`config.mk`:
```
export PLATFORM = sky130hd
export DESIGN_NAME = key_expansion_seq
export DESIGN_NICKNAME = d
export VERILOG_FILES = /design/src/rtl/key_expansion_seq.sv
export SDC_FILE = /design/constraint.sdc
export NUM_CORES = 2
export LEC_CHECK = 0
export BUFFER_PORTS_ARGS = -buffer_cell sky130_fd_sc_hd__buf_4
export CAP_MARGIN = 20
export CORE_AREA = 2 2 604 606
export CTS_BUF_LIST = sky130_fd_sc_hd__clkbuf_4 sky130_fd_sc_hd__clkbuf_8
export DETAILED_ROUTE_END_ITERATION = 10
export DIE_AREA = 0 0 606 608
export PLACE_DENSITY_LB_ADDON = 0.12
export SYNTH_ARGS = -nofsm -noshare
export SYNTH_HDL_FRONTEND = slang
export SYNTH_SLANG_ARGS = --single-unit
```
`constraint.sdc`:
```
create_clock -name clk -period 66.4 [get_ports clk]
set_input_delay 0 -clock clk [delete_from_list [all_inputs] [get_ports clk]]
set_output_delay 0 -clock clk [all_outputs]
set_load 0.01 [all_outputs]
```
`src/rtl/key_expansion_seq.sv`:
```
// Sequential AES-128 key schedule: expands a 128-bit key into 44 round-key
// words, one 32-bit word per clock, with a start/busy/done handshake.
module key_expansion_seq (
    input  logic          clk,
    input  logic          rst,
    input  logic          start,
    input  logic [0:127]  key,
    output logic [0:1407] words,
    output logic          busy,
    output logic          done
);

    typedef enum logic [1:0] {IDLE, EXPAND, DONE} state_t;

    // AES forward S-box, entry 0 is the leftmost byte.
    localparam logic [0:255][7:0] SBOX = {
        8'h63, 8'h7c, 8'h77, 8'h7b, 8'hf2, 8'h6b, 8'h6f, 8'hc5, 8'h30, 8'h01, 8'h67, 8'h2b, 8'hfe, 8'hd7, 8'hab, 8'h76,
        8'hca, 8'h82, 8'hc9, 8'h7d, 8'hfa, 8'h59, 8'h47, 8'hf0, 8'had, 8'hd4, 8'ha2, 8'haf, 8'h9c, 8'ha4, 8'h72, 8'hc0,
        8'hb7, 8'hfd, 8'h93, 8'h26, 8'h36, 8'h3f, 8'hf7, 8'hcc, 8'h34, 8'ha5, 8'he5, 8'hf1, 8'h71, 8'hd8, 8'h31, 8'h15,
        8'h04, 8'hc7, 8'h23, 8'hc3, 8'h18, 8'h96, 8'h05, 8'h9a, 8'h07, 8'h12, 8'h80, 8'he2, 8'heb, 8'h27, 8'hb2, 8'h75,
        8'h09, 8'h83, 8'h2c, 8'h1a, 8'h1b, 8'h6e, 8'h5a, 8'ha0, 8'h52, 8'h3b, 8'hd6, 8'hb3, 8'h29, 8'he3, 8'h2f, 8'h84,
        8'h53, 8'hd1, 8'h00, 8'hed, 8'h20, 8'hfc, 8'hb1, 8'h5b, 8'h6a, 8'hcb, 8'hbe, 8'h39, 8'h4a, 8'h4c, 8'h58, 8'hcf,
        8'hd0, 8'hef, 8'haa, 8'hfb, 8'h43, 8'h4d, 8'h33, 8'h85, 8'h45, 8'hf9, 8'h02, 8'h7f, 8'h50, 8'h3c, 8'h9f, 8'ha8,
        8'h51, 8'ha3, 8'h40, 8'h8f, 8'h92, 8'h9d, 8'h38, 8'hf5, 8'hbc, 8'hb6, 8'hda, 8'h21, 8'h10, 8'hff, 8'hf3, 8'hd2,
        8'hcd, 8'h0c, 8'h13, 8'hec, 8'h5f, 8'h97, 8'h44, 8'h17, 8'hc4, 8'ha7, 8'h7e, 8'h3d, 8'h64, 8'h5d, 8'h19, 8'h73,
        8'h60, 8'h81, 8'h4f, 8'hdc, 8'h22, 8'h2a, 8'h90, 8'h88, 8'h46, 8'hee, 8'hb8, 8'h14, 8'hde, 8'h5e, 8'h0b, 8'hdb,
        8'he0, 8'h32, 8'h3a, 8'h0a, 8'h49, 8'h06, 8'h24, 8'h5c, 8'hc2, 8'hd3, 8'hac, 8'h62, 8'h91, 8'h95, 8'he4, 8'h79,
        8'he7, 8'hc8, 8'h37, 8'h6d, 8'h8d, 8'hd5, 8'h4e, 8'ha9, 8'h6c, 8'h56, 8'hf4, 8'hea, 8'h65, 8'h7a, 8'hae, 8'h08,
        8'hba, 8'h78, 8'h25, 8'h2e, 8'h1c, 8'ha6, 8'hb4, 8'hc6, 8'he8, 8'hdd, 8'h74, 8'h1f, 8'h4b, 8'hbd, 8'h8b, 8'h8a,
        8'h70, 8'h3e, 8'hb5, 8'h66, 8'h48, 8'h03, 8'hf6, 8'h0e, 8'h61, 8'h35, 8'h57, 8'hb9, 8'h86, 8'hc1, 8'h1d, 8'h9e,
        8'he1, 8'hf8, 8'h98, 8'h11, 8'h69, 8'hd9, 8'h8e, 8'h94, 8'h9b, 8'h1e, 8'h87, 8'he9, 8'hce, 8'h55, 8'h28, 8'hdf,
        8'h8c, 8'ha1, 8'h89, 8'h0d, 8'hbf, 8'he6, 8'h42, 8'h68, 8'h41, 8'h99, 8'h2d, 8'h0f, 8'hb0, 8'h54, 8'hbb, 8'h16
    };

    function automatic logic [7:0] sbox(input logic [7:0] b);
        return SBOX[b];
    endfunction

    // Round constant for round r = i/4 (1..10); other values never occur.
    function automatic logic [7:0] rcon(input logic [3:0] r);
        case (r)
            4'd1:    return 8'h01;
            4'd2:    return 8'h02;
            4'd3:    return 8'h04;
            4'd4:    return 8'h08;
            4'd5:    return 8'h10;
            4'd6:    return 8'h20;
            4'd7:    return 8'h40;
            4'd8:    return 8'h80;
            4'd9:    return 8'h1b;
            4'd10:   return 8'h36;
            default: return 8'h00;
        endcase
    endfunction

    state_t      state, state_next;
    logic [5:0]  i, i_next;
    logic        busy_next, done_next;
    logic        load, write;

    // Bit offsets of w[i], w[i-1], w[i-4] (32*index)
    logic [10:0] idx_cur, idx_prev, idx_back;
    logic [31:0] w_prev, w_back, rot, sub, temp, w_new;

    assign idx_cur  = {i, 5'd0};
    assign idx_prev = {i - 6'd1, 5'd0};
    assign idx_back = {i - 6'd4, 5'd0};

    // Word datapath: temp from w[i-1], XOR with w[i-4]
    always_comb begin
        w_prev = words[idx_prev +: 32];
        w_back = words[idx_back +: 32];
        rot    = {w_prev[23:0], w_prev[31:24]};
        sub    = {sbox(rot[31:24]), sbox(rot[23:16]), sbox(rot[15:8]), sbox(rot[7:0])};
        temp   = (i[1:0] == 2'd0) ? (sub ^ {rcon(i[5:2]), 24'h0}) : w_prev;
        w_new  = w_back ^ temp;
    end

    // Next-state and handshake decode
    always_comb begin
        state_next = state;
        i_next     = i;
        busy_next  = busy;
        done_next  = done;
        load       = 1'b0;
        write      = 1'b0;
        case (state)
            IDLE, DONE: begin
                if (start) begin
                    load       = 1'b1;
                    i_next     = 6'd4;
                    busy_next  = 1'b1;
                    done_next  = 1'b0;
                    state_next = EXPAND;
                end
            end
            EXPAND: begin
                write  = 1'b1;
                i_next = i + 6'd1;
                if (i == 6'd43) begin
                    state_next = DONE;
                    busy_next  = 1'b0;
                    done_next  = 1'b1;
                end
            end
            default: state_next = IDLE;
        endcase
    end

    // Control registers
    always_ff @(posedge clk or posedge rst) begin
        if (rst) begin
            state <= IDLE;
            i     <= 6'd0;
            busy  <= 1'b0;
            done  <= 1'b0;
        end else begin
            state <= state_next;
            i     <= i_next;
            busy  <= busy_next;
            done  <= done_next;
        end
    end

    // Key schedule storage: load key and clear the rest, then fill one word per cycle
    always_ff @(posedge clk or posedge rst) begin
        if (rst) begin
            words <= '0;
        end else if (load) begin
            words <= {key, 1280'd0};
        end else if (write) begin
            words[idx_cur +: 32] <= w_new;
        end
    end

endmodule

```
==> results list <==
- Status: finished, final reports clean
- The number of antenna violations at the first check in global routing was slightly above 70.
- Entering global routing, the biggest net connects ~160 pins.
- Fill cells in the final layout number 37.3k.
- Count of mapped cells out of synthesis: approximately 8.4k
* Wire length of the first global-routing pass: 919000 um
* Measured slew at the worst slew-check pin: 1.25 ns
* Syn avg cell area: 10.6 um2
* Number of placement rows: ~220
- The critical path is of the reg2reg type.
- In this run the tool buffered the top-level ports with 1540 buffer cells.
- Setup repair after global routing left no endpoint under its margin.
- Reg2reg end: words[1233]
- In this run the worst hold path is classified as in2async.
- Cell repeated most along the worst path: buf_4
- The portion of synthesized area spent on multiplexers is 0.207.
* Drt drc: 0
* Sequential standard cell area: between 30000 and 40000 um2
* Total routing resource utilization after global routing: 0.368
- The top cell types in the final layout, fill and taps aside, are buf_4, dfrtp_1, nand2_1.
- Setup violations remaining at the end of the flow were counted as 0.
* Worst flop-to-flop path startpoint: i[0]
- Total of warnings raised by yosys: 0
- Area of the die: approximately 370000 um2
- Critical Path Source Type: flop
* Number of flops mapped to enable cells by yosys: 0
- Pin placement for this block handled approximately 1.5k I/O pins.
- Required time reported for the critical path endpoint: 67.35 ns
* Final routed wire length divided by cell count: about 47 um
* Initial DRC Count: 13.5k
* Number of nets in the synthesized netlist: slightly below 9k
- Kind of cell adding the most delay to the critical path: buffers and inverters
- In this run the worst setup path terminates at words[1233].
- The number of global-route vias before repair was 90.4k.
- Post-synthesis compound-gate area fraction: 0.229
- Along the worst path, the maximum fanout reaches 36.
- List of cells traversed by the critical path: inv_2, ha_4, buf_4, buf_4, buf_4, mux4_2, nand2_1, a21oi_1, o21ai_0, buf_4, nand2_1, inv_2, ha_1, nand3_1, a21oi_1, a211oi_1, or4_1, a32oi_1, xor2_4, o21ai_4, buf_16, a22o_1
- On the worst path, the slowest cell contributes a delay of 0.85 ns.
- Longest Clk Path Bufs: 4
- Counting buffers and inverters, the worst setup path is 22 cells deep.
* Routed wire length: 703000 um
* Count of nets left with antenna violations after detail routing: 0
- Final core utilization: 0.321
- Summing all multi-input logic gate instances after layout gives 50800 um2.
* Routability Congestion: 0.994
- Simple-gate portion of the synthesized area: 0.0957
* Number of library cell types mapped by synthesis: 125
- Overall die height: between 600 and 700 um
* Later-pin clock latency in the skew report: 1.14 ns
- Setup tns final: 0 ns
* HPWL reported at the end of detailed placement: ~510000 um
* Sequential-to-total area share from yosys stat: 0.395
- Final count of pins violating max slew: 0
- Crit. End Element: flop
- Of the cells placed in the final design, the portion with a size suffix greater than 1 is 0.340.
- Total setup buffers inserted after CTS: 0
- The library cell used most frequently in the layout, excluding fill and tap cells, is buf_4.
- Num Clock Sinks: 1418
- For this run, the top clock speed supported by timing is around 0.087 GHz.
- TritonCTS built the clock tree.
- Dominant combinational cell family by area after synthesis: compound AO/OA/AOI/OAI gates
- The mapped netlist covers 89800 um2.
- Between clock sinks in the finished design, the worst skew comes to 0.110 ns.
* Total CTS buffers: between 200 and 300
- In this run the register-to-register setup slack is 54.91 ns.
- Dividing the detail-routed via count by the number of cells gives 6.33.
- Buffers and inverters on the worst path: 7
- On the critical path, the stage with the largest delay is an instance of ha_4.
- The area growth from synthesis to layout is 29.3%.
- Flip-flop and latch count after synthesis: 1418
- In the finished design, the share of the clock period the worst path needs comes to 0.173.
- The worst register-to-register path has a depth of 22.
- For this block, the via count after detailed routing is 95.3k.
* Core footprint: 362000 um2
* Ys flop type: dfrtp_1
* Max Cap Viol: 0
- Clock transition at the register clock pins on the worst setup and hold paths after CTS: 0.06 ns
* Nets: 10.2k
* Post-synthesis async set-or-reset flop share: 1.00
* Total congestion overflow: 0
- Before antenna repair, the detailed router went through 6 iterations.
- Worst setup path startpoint: i[0]
- For this configuration, the core starts out at a cell density of 0.248.
- Of the total synthesized cell area, the portion taken by XOR and XNOR cells is 0.00751.
* # H-tree levels: 5
- Fraction of the mapped netlist area in adder cells: 0.00948
- Post-cts gate resize count: 0
* Endpoints failing hold: 0
* Cell at the root of the clock tree: clkbuf_8
- WP data arrival: ~12 ns
- Final worst path period need: 11.49 ns
* Slew HR: 0.161
* Die W: 606 um
per-layer routing:
metal / GRT usage / vias up / wire, um
li1: - / 36000 / -
met4: 0.183 / 30 / 42900
met3: 0.114 / 1283 / 76700
met5: 0 / - / 211
met1: 0.481 / 51000 / 279000
met2: 0.547 / 6984 / 304000
worst min-delay path by stage:
stage / start / end / cells past startpoint
floorplan: start / state[1] / 1
global placement: rst / words[121] / 2
detailed placement: rst / words[121] / 2
CTS: rst / words[58] / 4
global route: rst / words[121] / 4
finish: rst / words[120] / 4
flip-flops by register name (all words and copies together), names as in the netlist:
register  count
done          1
busy          1
i             6
state         2
words      1408
synthesized netlist by cell type, types with 28 or more instances:
library cell	number	area [um2]
dfrtp_1	1418	35500
nand2_1	1203	4520
o21ai_0	937	4690
mux4_2	740	16700
a22o_1	668	5850
clkbuf_1	446	1670
a21oi_1	397	1990
nor2_1	340	1280
buf_2	250	1250
nor3_1	161	806
nand3_1	154	771
o211ai_1	112	841
a22oi_1	107	803
mux2i_1	97	971
buf_6	86	968
a31oi_1	82	513
buf_4	81	608
ha_1	68	851
a21o_1	67	503
a211oi_1	66	495
a311oi_1	57	499
inv_1	56	210
a32oi_1	55	482
o21ai_1	45	225
o221ai_1	40	350
o22ai_1	37	231
xnor2_1	31	272
and3_1	29	181
buf_1	29	109
o2111ai_1	28	245
what timing repair did:
item / CTS / global route
hold buffers: 260 / 0
endpoints found under the hold margin: 755 / 0
endpoints found under the setup margin: 0 / 0
logic make-up (layout without fill, tap and decap cells):
logic type	count (synthesis)	in the layout
AOI/OAI and AO/OA	2996	2996
and+or+nand+nor	2035	2035
DFF	1418	1418
buffers and inverters	980	2758
muxes	889	889
adders and majority gates	68	68
xor gates and xnor gates	62	62
other	0	40
stage by stage:
step	cells	hold slack [ns]	cell area, um2	setup WS (ns)
after CTS	15000	0.150	116000	55.18
final	15100	0.209	116000	54.91
after detailed placement	14300	0.119	107000	55.25
after global placement	14200	0.111	107000	55.15
after global routing	15000	0.219	116000	54.91
after floorplan	8448	0.107	89800	26.41
worst register-to-register path, stage by stage, from the launching register on:
cell      delay, ns
dfrtp_4        0.82
inv_2          0.57
ha_4           0.88
buf_4          0.59
buf_4          0.67
buf_4          0.64
mux4_2         0.43
nand2_1        0.08
a21oi_1        0.12
o21ai_0        0.70
buf_4          0.27
nand2_1        0.41
inv_2          0.38
ha_1           0.76
nand3_1        0.71
a21oi_1        0.38
a211oi_1       0.09
or4_1          0.56
a32oi_1        0.55
xor2_4         0.79
o21ai_4        0.37
buf_16         0.29
a22o_1         0.27
cell type report:
type                    instances  area share
repair buffers               2189       0.149
inverters                      69     0.00239
clock inverters                37     0.00326
multi-input cells            6050       0.437
clock buffers                 463      0.0493
well taps                    4794      0.0517
flip-flops and latches       1418       0.306
diodes                         40    0.000862
Power is not shown: default switching activity piles up to over one toggle a cycle in this logic, so the estimate is an artifact.
